[config.mk]
export PLATFORM = sky130hd
export DESIGN_NAME = prog_loader
export DESIGN_NICKNAME = d
export VERILOG_FILES = /design/src/rtl/prog_loader.sv
export SDC_FILE = /design/constraint.sdc
export NUM_CORES = 1
export LEC_CHECK = 0
export ABC_CLOCK_PERIOD_IN_PS = 9300
export CORE_ASPECT_RATIO = 1.2
export CORE_MARGIN = 4
export CORE_UTILIZATION = 60
export CTS_BUF_LIST = sky130_fd_sc_hd__clkbuf_16
export DETAILED_ROUTE_END_ITERATION = 10
export PLACE_DENSITY = 0.82
export REMOVE_ABC_BUFFERS = 1
export SETUP_SLACK_MARGIN = 0.15
export SKIP_LAST_GASP = 1
export SLEW_MARGIN = 30
export SYNTH_ARGS = -nofsm -noshare
export SYNTH_HDL_FRONTEND = slang
export SYNTH_SLANG_ARGS = --single-unit
[constraint.sdc]
create_clock -name SYS_clk -period 9.3 [get_ports SYS_clk]
set_clock_uncertainty 0.15 [all_clocks]
set_input_delay 1.86 -clock SYS_clk [delete_from_list [all_inputs] [get_ports SYS_clk]]
set_output_delay 1.86 -clock SYS_clk [all_outputs]
set_load 0.05 [all_outputs]
[src/rtl/prog_loader.sv]
// Byte-stream program loader: [len32 BE][payload][csum if LOADER_CHECKSUM_EN] -> instruction memory byte writes.
// Latency 1 (write strobe the cycle after rx_valid); no backpressure, every rx_valid byte is consumed.
`ifndef INS_START_ADDRESS
`define INS_START_ADDRESS 32'h0000_0000
`endif

module prog_loader #(
    parameter logic [31:0] BASE_ADDR      = `INS_START_ADDRESS,
    parameter int unsigned MEM_BYTES      = 1000,
    parameter int unsigned TIMEOUT_CYCLES = 1000000
) (
    input  logic        SYS_clk,
    input  logic        SYS_reset_n,
    input  logic        load_start,
    input  logic        rx_valid,
    input  logic [7:0]  rx_data,
    output logic        PC_to_mem_enable,
    output logic [7:0]  PC_to_mem_data,
    output logic [31:0] PC_to_mem_address,
    output logic        load_busy,
    output logic        load_done,
    output logic        load_error
);

    localparam int TW = $clog2(TIMEOUT_CYCLES + 1);

`ifdef LOADER_CHECKSUM_EN
    typedef enum logic [2:0] {IDLE, LEN, DATA, CSUM, DONE, ERROR} state_t;
    localparam state_t AFTER_PAYLOAD = CSUM;
`else
    typedef enum logic [2:0] {IDLE, LEN, DATA, DONE, ERROR} state_t;
    localparam state_t AFTER_PAYLOAD = DONE;
`endif

    state_t         state, state_nxt;
    logic [31:0]    len;
    logic [31:0]    len_nxt;
    logic [31:0]    byte_cnt;
    logic [TW-1:0]  timer;
    logic           timeout;
`ifdef LOADER_CHECKSUM_EN
    logic [7:0]     sum;
`endif

    always_ff @(posedge SYS_clk or negedge SYS_reset_n) begin
        if (!SYS_reset_n) begin
            state <= IDLE;
        end else begin
            state <= state_nxt;
        end
    end

    always_comb begin
        state_nxt = state;
        len_nxt   = {len[23:0], rx_data};
        timeout   = (timer == TW'(TIMEOUT_CYCLES - 1));
        case (state)
            IDLE, DONE, ERROR: begin
                if (load_start) state_nxt = LEN;
            end
            LEN: begin
                if (rx_valid) begin
                    if (byte_cnt[1:0] == 2'd3) begin
                        if (len_nxt == 32'd0)                 state_nxt = AFTER_PAYLOAD;
                        else if (len_nxt > 32'(MEM_BYTES))    state_nxt = ERROR;
                        else                                  state_nxt = DATA;
                    end
                end else if (timeout) begin
                    state_nxt = ERROR;
                end
            end
            DATA: begin
                if (rx_valid) begin
                    if (byte_cnt == len - 32'd1) state_nxt = AFTER_PAYLOAD;
                end else if (timeout) begin
                    state_nxt = ERROR;
                end
            end
`ifdef LOADER_CHECKSUM_EN
            CSUM: begin
                if (rx_valid)     state_nxt = (rx_data == sum) ? DONE : ERROR;
                else if (timeout) state_nxt = ERROR;
            end
`endif
            default: state_nxt = IDLE;
        endcase
    end

    // Datapath: length shifter, byte counter, idle timer and the memory write port.
    always_ff @(posedge SYS_clk or negedge SYS_reset_n) begin
        if (!SYS_reset_n) begin
            len               <= 32'd0;
            byte_cnt          <= 32'd0;
            timer             <= '0;
            PC_to_mem_enable  <= 1'b0;
            PC_to_mem_data    <= 8'd0;
            PC_to_mem_address <= 32'd0;
`ifdef LOADER_CHECKSUM_EN
            sum               <= 8'd0;
`endif
        end else begin
            PC_to_mem_enable <= 1'b0;
            case (state)
                IDLE, DONE, ERROR: begin
                    if (load_start) begin
                        len      <= 32'd0;
                        byte_cnt <= 32'd0;
                        timer    <= '0;
`ifdef LOADER_CHECKSUM_EN
                        sum      <= 8'd0;
`endif
                    end
                end
                LEN: begin
                    if (rx_valid) begin
                        len      <= len_nxt;
                        timer    <= '0;
                        // Counter is reused as payload index once the header is complete.
                        byte_cnt <= (byte_cnt[1:0] == 2'd3) ? 32'd0 : byte_cnt + 32'd1;
                    end else begin
                        timer <= timer + 1'b1;
                    end
                end
                DATA: begin
                    if (rx_valid) begin
                        PC_to_mem_enable  <= 1'b1;
                        PC_to_mem_data    <= rx_data;
                        PC_to_mem_address <= BASE_ADDR + byte_cnt;
                        byte_cnt          <= byte_cnt + 32'd1;
                        timer             <= '0;
`ifdef LOADER_CHECKSUM_EN
                        sum               <= sum + rx_data;
`endif
                    end else begin
                        timer <= timer + 1'b1;
                    end
                end
`ifdef LOADER_CHECKSUM_EN
                CSUM: begin
                    if (rx_valid) timer <= '0;
                    else          timer <= timer + 1'b1;
                end
`endif
                default: ;
            endcase
        end
    end

`ifdef LOADER_CHECKSUM_EN
    assign load_busy = (state == LEN) || (state == DATA) || (state == CSUM);
`else
    assign load_busy = (state == LEN) || (state == DATA);
`endif
    assign load_done  = (state == DONE);
    assign load_error = (state == ERROR);

endmodule

# Word-level counts from Yosys, hierarchy flattened

Cells that the tools add are included.

Flip-flop bits (word level): 128
Input bits: 12
Output and inout port bits: 44
Logic and storage cells: 57

Add/sub/neg operators: 3
$lt $le $gt $ge: 1
Equality and inequality tests: 12
Mux-type cells: 21
Reduce and logical (&&, ||, !) cells: 13

Operator list:

| cell                    | count |
|---|---|
| $mux W32                | 5 |
| $pmux W32 S3            | 1 |
| $pmux W32 S2            | 1 |
| $mux W20                | 2 |
| $pmux W20 S2            | 1 |
| $add A32 B1 Y32 const B | 1 |
| $eq A32 B32 Y1          | 1 |
| $gt A32 B10 Y1 const B  | 1 |
| $logic_not A32 Y1       | 1 |
| $sub A32 B1 Y32 const B | 1 |
| $mux W3                 | 8 |
| $add A20 B1 Y20 const B | 1 |
| $eq A20 B20 Y1 const B  | 1 |
| $pmux W3 S3             | 1 |
| $eq A3 B2 Y1 const B    | 2 |
| $ne A2 B2 Y1 const B    | 3 |
| $ne A3 B3 Y1 const B    | 2 |
| $reduce_and A3 Y1       | 2 |
| $reduce_and A2 Y1       | 2 |
| $reduce_and A4 Y1       | 1 |
| $reduce_bool A2 Y1      | 2 |
| $eq A3 B1 Y1 const B    | 1 |
| $eq A3 B3 Y1 const B    | 1 |
| $logic_not A3 Y1        | 1 |
| other kinds (6)         | 7 |

# Logic depth before layout (Yosys ltp)

Depth after elaboration: 6
Mapped depth: 11
Depth with buffers taken out: 10

# Least setup slack after synthesis

OpenSTA, ideal clock, no wires.

Path type: input-to-reg
From: input load_start
To: register byte_cnt[27]
Setup time: 0.094 ns
Arrival time: 3.980 ns
Data required time: 9.056 ns
Path slack: 5.076 ns
Stages on the path: 9
Buffers on the path: 1
Path through: clkbuf_1 > mux2i_1 > mux2i_1 > a22oi_1 > nor3_1 > nand3_1 > or3_1 > o31a_1 > a211oi_1

Word-level cells in the longest chain between the ends: 2

Ends and longest elaborated chain:

| element                     | line | text |
|---|---|---|
| from (decl)                 | 14   | `input logic load_start,` |
| $ne A2 B2 Y1 (no line)      | -    |  |
| $reduce_and A4 Y1 (no line) | -    |  |
| to (signal assigned)        | 129  | `byte_cnt <= byte_cnt + 32'd1;` |
| to (decl)                   | 38   | `logic [31:0] byte_cnt;` |

No other way between the ends.
A chain may end at the register's enable or synchronous reset.

# Final worst setup path

Same ends and word-level chain as after synthesis.

==> summary.md <==
| Metric | Value |
|---|---|
| Status | `finished, violations left` |
| Failing checks | `DRC` |
| DRC errors left | `1` |
| Switching power share of the total | `42.1%` |
| Final global-route overflow total | `0` |
| Compound-Gate Fraction of Synth Area | `11.7%` |
| Synth top area cells | `dfrtp_1 45%, nand2_1 12%, xnor2_1 6.2%` |
| Ports | `56` |
| Routability-driven placement congestion ratio | `0.983` |
| Slew Limit Fails | `0` |
| Register area share after synthesis | `45.1%` |
| Nets | `895` |
| Leak | `3.63 nW` |
| Dpl cell area | `0.00768 mm2` |
| Slew of the pin with the lowest slew margin | `0.934 ns` |
| Clock buffer depth | `2` |
| CP max-delay cell | `clkdlybuf4s50_1` |
| Die ar. | `0.0136 mm2` |
| P_sw | `1.09 mW` |
| Gate power share | `42.9%` |
| Initial antenna violation count | `0` |
| CTS tree | `built` |
| Largest family of logic cells by synthesized area | `simple AND/OR/NAND/NOR gates` |
| Simple-Gate Fraction of Synth Area | `28.2%` |
| Worst Path Arrival | `5.05 ns` |
| XOR/XNOR Fraction of Synth Area | `9.14%` |
| Final TNS setup | `0 ns` |
| FP Rows | `43` |
| Mean Syn Cell Area | `8.34 um2` |
| Root Driver | `clkbuf_16` |
| Clock transition at path regs | `0.06 ns` |
| DR vias/cell | `6.03` |
| Clk network pwr share | `27.5%` |
| R2r setup slk | `5.08 ns` |
| Design area | `0.00831 mm2` |
| Post-synthesis mux area share | `1.04%` |
| Cts hold-fix bufs | `0` |
| WP data required | `9.47 ns` |
| Max FO, Critical Path | `11` |
| Synth cell types | `63` |
| Yosys warns | `0` |
| I/O Buffers | `55` |
| Crit-path cells | `clkdlybuf4s50_1 -> mux2i_1 -> mux2i_1 -> a22oi_1 -> nor3_1 -> nand3_1 -> or3_1 -> o31a_1 -> a211oi_1` |
| Final WL | `18.3 mm` |
| H-tree levels | `4` |
| Most common cell in the netlist | `nand2_1` |
| Largest net degree at the start of global routing | `81` |
| Starting Density | `61.3%` |
| FILL cells | `869` |
| Via count | `6,306` |
| N_diodes | `0` |
| Post-cts gate resize count | `0` |
| Fin crit share | `52.5%` |
| Max stage delay on crit path | `0.67 ns` |
| Crit. End Element | `flip-flop` |
| Setup-failing EPs final | `0` |
| All-Layer GR Usage | `28.2%` |
| Die H | `127 um` |
| Post-synth EDFFs | `0` |
| Crit path time final | `4.88 ns` |
| Mapped Area | `0.00709 mm2` |
| Hpwl dp | `11.9 mm` |
| Synth area leader | `dfrtp_1` |
| Crit Path Class | `input port to flip-flop` |
| Post-CTS Repair Setup Buffers | `0` |
| Sink Count | `128` |
| Number of global-route vias before repair | `6,231` |
| Final Instance Count excl. Fillers | `1,045` |
| Fmax | `0.205 GHz` |
| Post-synth top cells | `224 x nand2_1, 128 x dfrtp_1, 78 x nor2_1, 63 x o21ai_0, 50 x xnor2_1` |
| Post-synth top flop | `dfrtp_1` |
| Total power | `2.60 mW` |
| Share of post-route cells with drive strength above 1 | `5.86%` |
| Max-cap violations | `0` |
| Area of the core | `0.0116 mm2` |
| Hold Crit Class | `flip-flop to flip-flop` |
| Power density over the cells | `313 mW/mm2` |
| Share of the synthesized area in the top cell type | `45.1%` |
| Cells after synthesis | `851` |
| Dpl cells | `1,015` |
| Synth Register Bits | `128` |
| Adder-Cell Fraction of Synth Area | `1.06%` |
| Final hold violations | `0` |
| Min setup slack post-route | `4.42 ns` |
| Int Pwr | `1.50 mW` |
| Asr flop ratio synth | `100%` |
| Layout area overhead | `17.1%` |
| Cts bufs inserted | `17` |
| Routed Antenna Nets | `0` |
| Startpoint types | `input port` |
| Max VDD drop | `288 uV` |
| Most frequent CP cell | `mux2i_1` |
| First-pass GRT wire length | `30.6 mm` |
| Post-Place Setup Slack | `4.09 ns` |
| Initial DRC Count | `464` |
| Clk_lat worst skew | `0.42 ns` |
| Rel. slew slack | `37.7%` |
| Detailed-route wire length per cell | `17.5 um` |
| Unrepaired setup endpoints after global routing | `false` |
| DRT Pass-1 Iters | `8` |
| Seq pwr share | `29.6%` |
| Die width | `107 um` |
-- cells by family after synthesis --
kind of cell             Yosys count
AO/OA/AOI/OAI                    133
XOR/XNOR                          74
adder cells (fa/ha/maj)            6
buffers and inverters             67
flip-flops                       128
multiplexers                       7
AND/OR/NAND/NOR                  436
-- state kept, by name (all words and copies together), names as in the netlist --
signal	cells
byte_cnt	32
timer	20
PC_to_mem_enable	1
state	3
PC_to_mem_address	32
PC_to_mem_data	8
len	32
-- per-stage QoR --
| stage | util (%) | hold WS (ns) |
|---|---|---|
| detailed placement | 66.4 | 0.312 |
| CTS | 71.8 | 0.326 |
| global placement | 66.4 | 0.308 |
| global route | 71.8 | 0.344 |
| floorplan | - | 0.310 |
| finish | 71.8 | 0.320 |
-- final cells by class --
cell class	instances	area [um2]	share of cell area, %
Clock inverter	13	196	2.36
Multi-Input combinational cell	656	3640	43.9
Timing Repair Buffer	60	589	7.09
Tap cell	157	196	2.36
Inverter	14	52.6	0.633
Clock buffer	17	425	5.12
Sequential cell	128	3200	38.6
-- per-layer routing --
layer / track usage [%] / vias up / part of all wire, %
li1: - / 2954 / -
met1: 34.1 / 3026 / 39
met2: 48.3 / 246 / 50
met3: 5.15 / 80 / 5.5
met4: 13.5 / 0 / 4.7
met5: 0 / - / 0
-- cells in the final DEF (no fill, tap or decap), types with 6 or more instances in the layout --
cell / synthesis / routed
nor2_1: 78 / 77
nand2_1: 224 / 224
or3_1: 10 / 10
clkdlybuf4s50_1: 0 / 54
nor4_1: 13 / 13
xnor2_1: 50 / 50
a21oi_1: 17 / 16
or4_1: 9 / 9
and3_1: 8 / 8
xor2_1: 24 / 24
ha_1: 6 / 6
o21ai_0: 63 / 63
nand3_1: 21 / 21
nand4_1: 18 / 18
clkbuf_16: 0 / 17
a31oi_1: 7 / 7
dfrtp_1: 128 / 128
nor3_1: 24 / 24
inv_1: 13 / 15
o31ai_1: 11 / 11
-- critical path, delay by kind of cell --
| kind | cells | cell delay, ns |
|---|---|---|
| AOI/OAI and AO/OA | 3 | 0.82 |
| buffers and inverters | 1 | 0.67 |
| muxes | 2 | 0.34 |
| and+or+nand+nor | 3 | 1.35 |
-- path summary, 6_finish.rpt --
| kind | cells past startpoint | start | to |
|---|---|---|---|
| worst max-delay path | 9 | load_start | byte_cnt[27] |
| worst min-delay path | 2 | PC_to_mem_address[21] | PC_to_mem_address[21] |
| worst max register to register | 10 | len[0] | state[1] |
| worst min register to register | 2 | PC_to_mem_address[21] | PC_to_mem_address[21] |
| max in group asynchronous | 2 | SYS_reset_n | timer[5] |
| min in group asynchronous | 1 | SYS_reset_n | len[29] |
-- power groups by stage --
stage          clock network (mW)  logic [mW]  registers [mW]
2_1_floorplan                   0       0.718           0.813
3_3_place_gp                    0        1.05           0.769
3_5_place_dp                    0        1.07           0.772
4_1_cts                     0.716        1.09           0.765
5_1_grt                     0.743        1.22           0.781
6_report                    0.714        1.11           0.769
(Power assumes the default switching activity.)
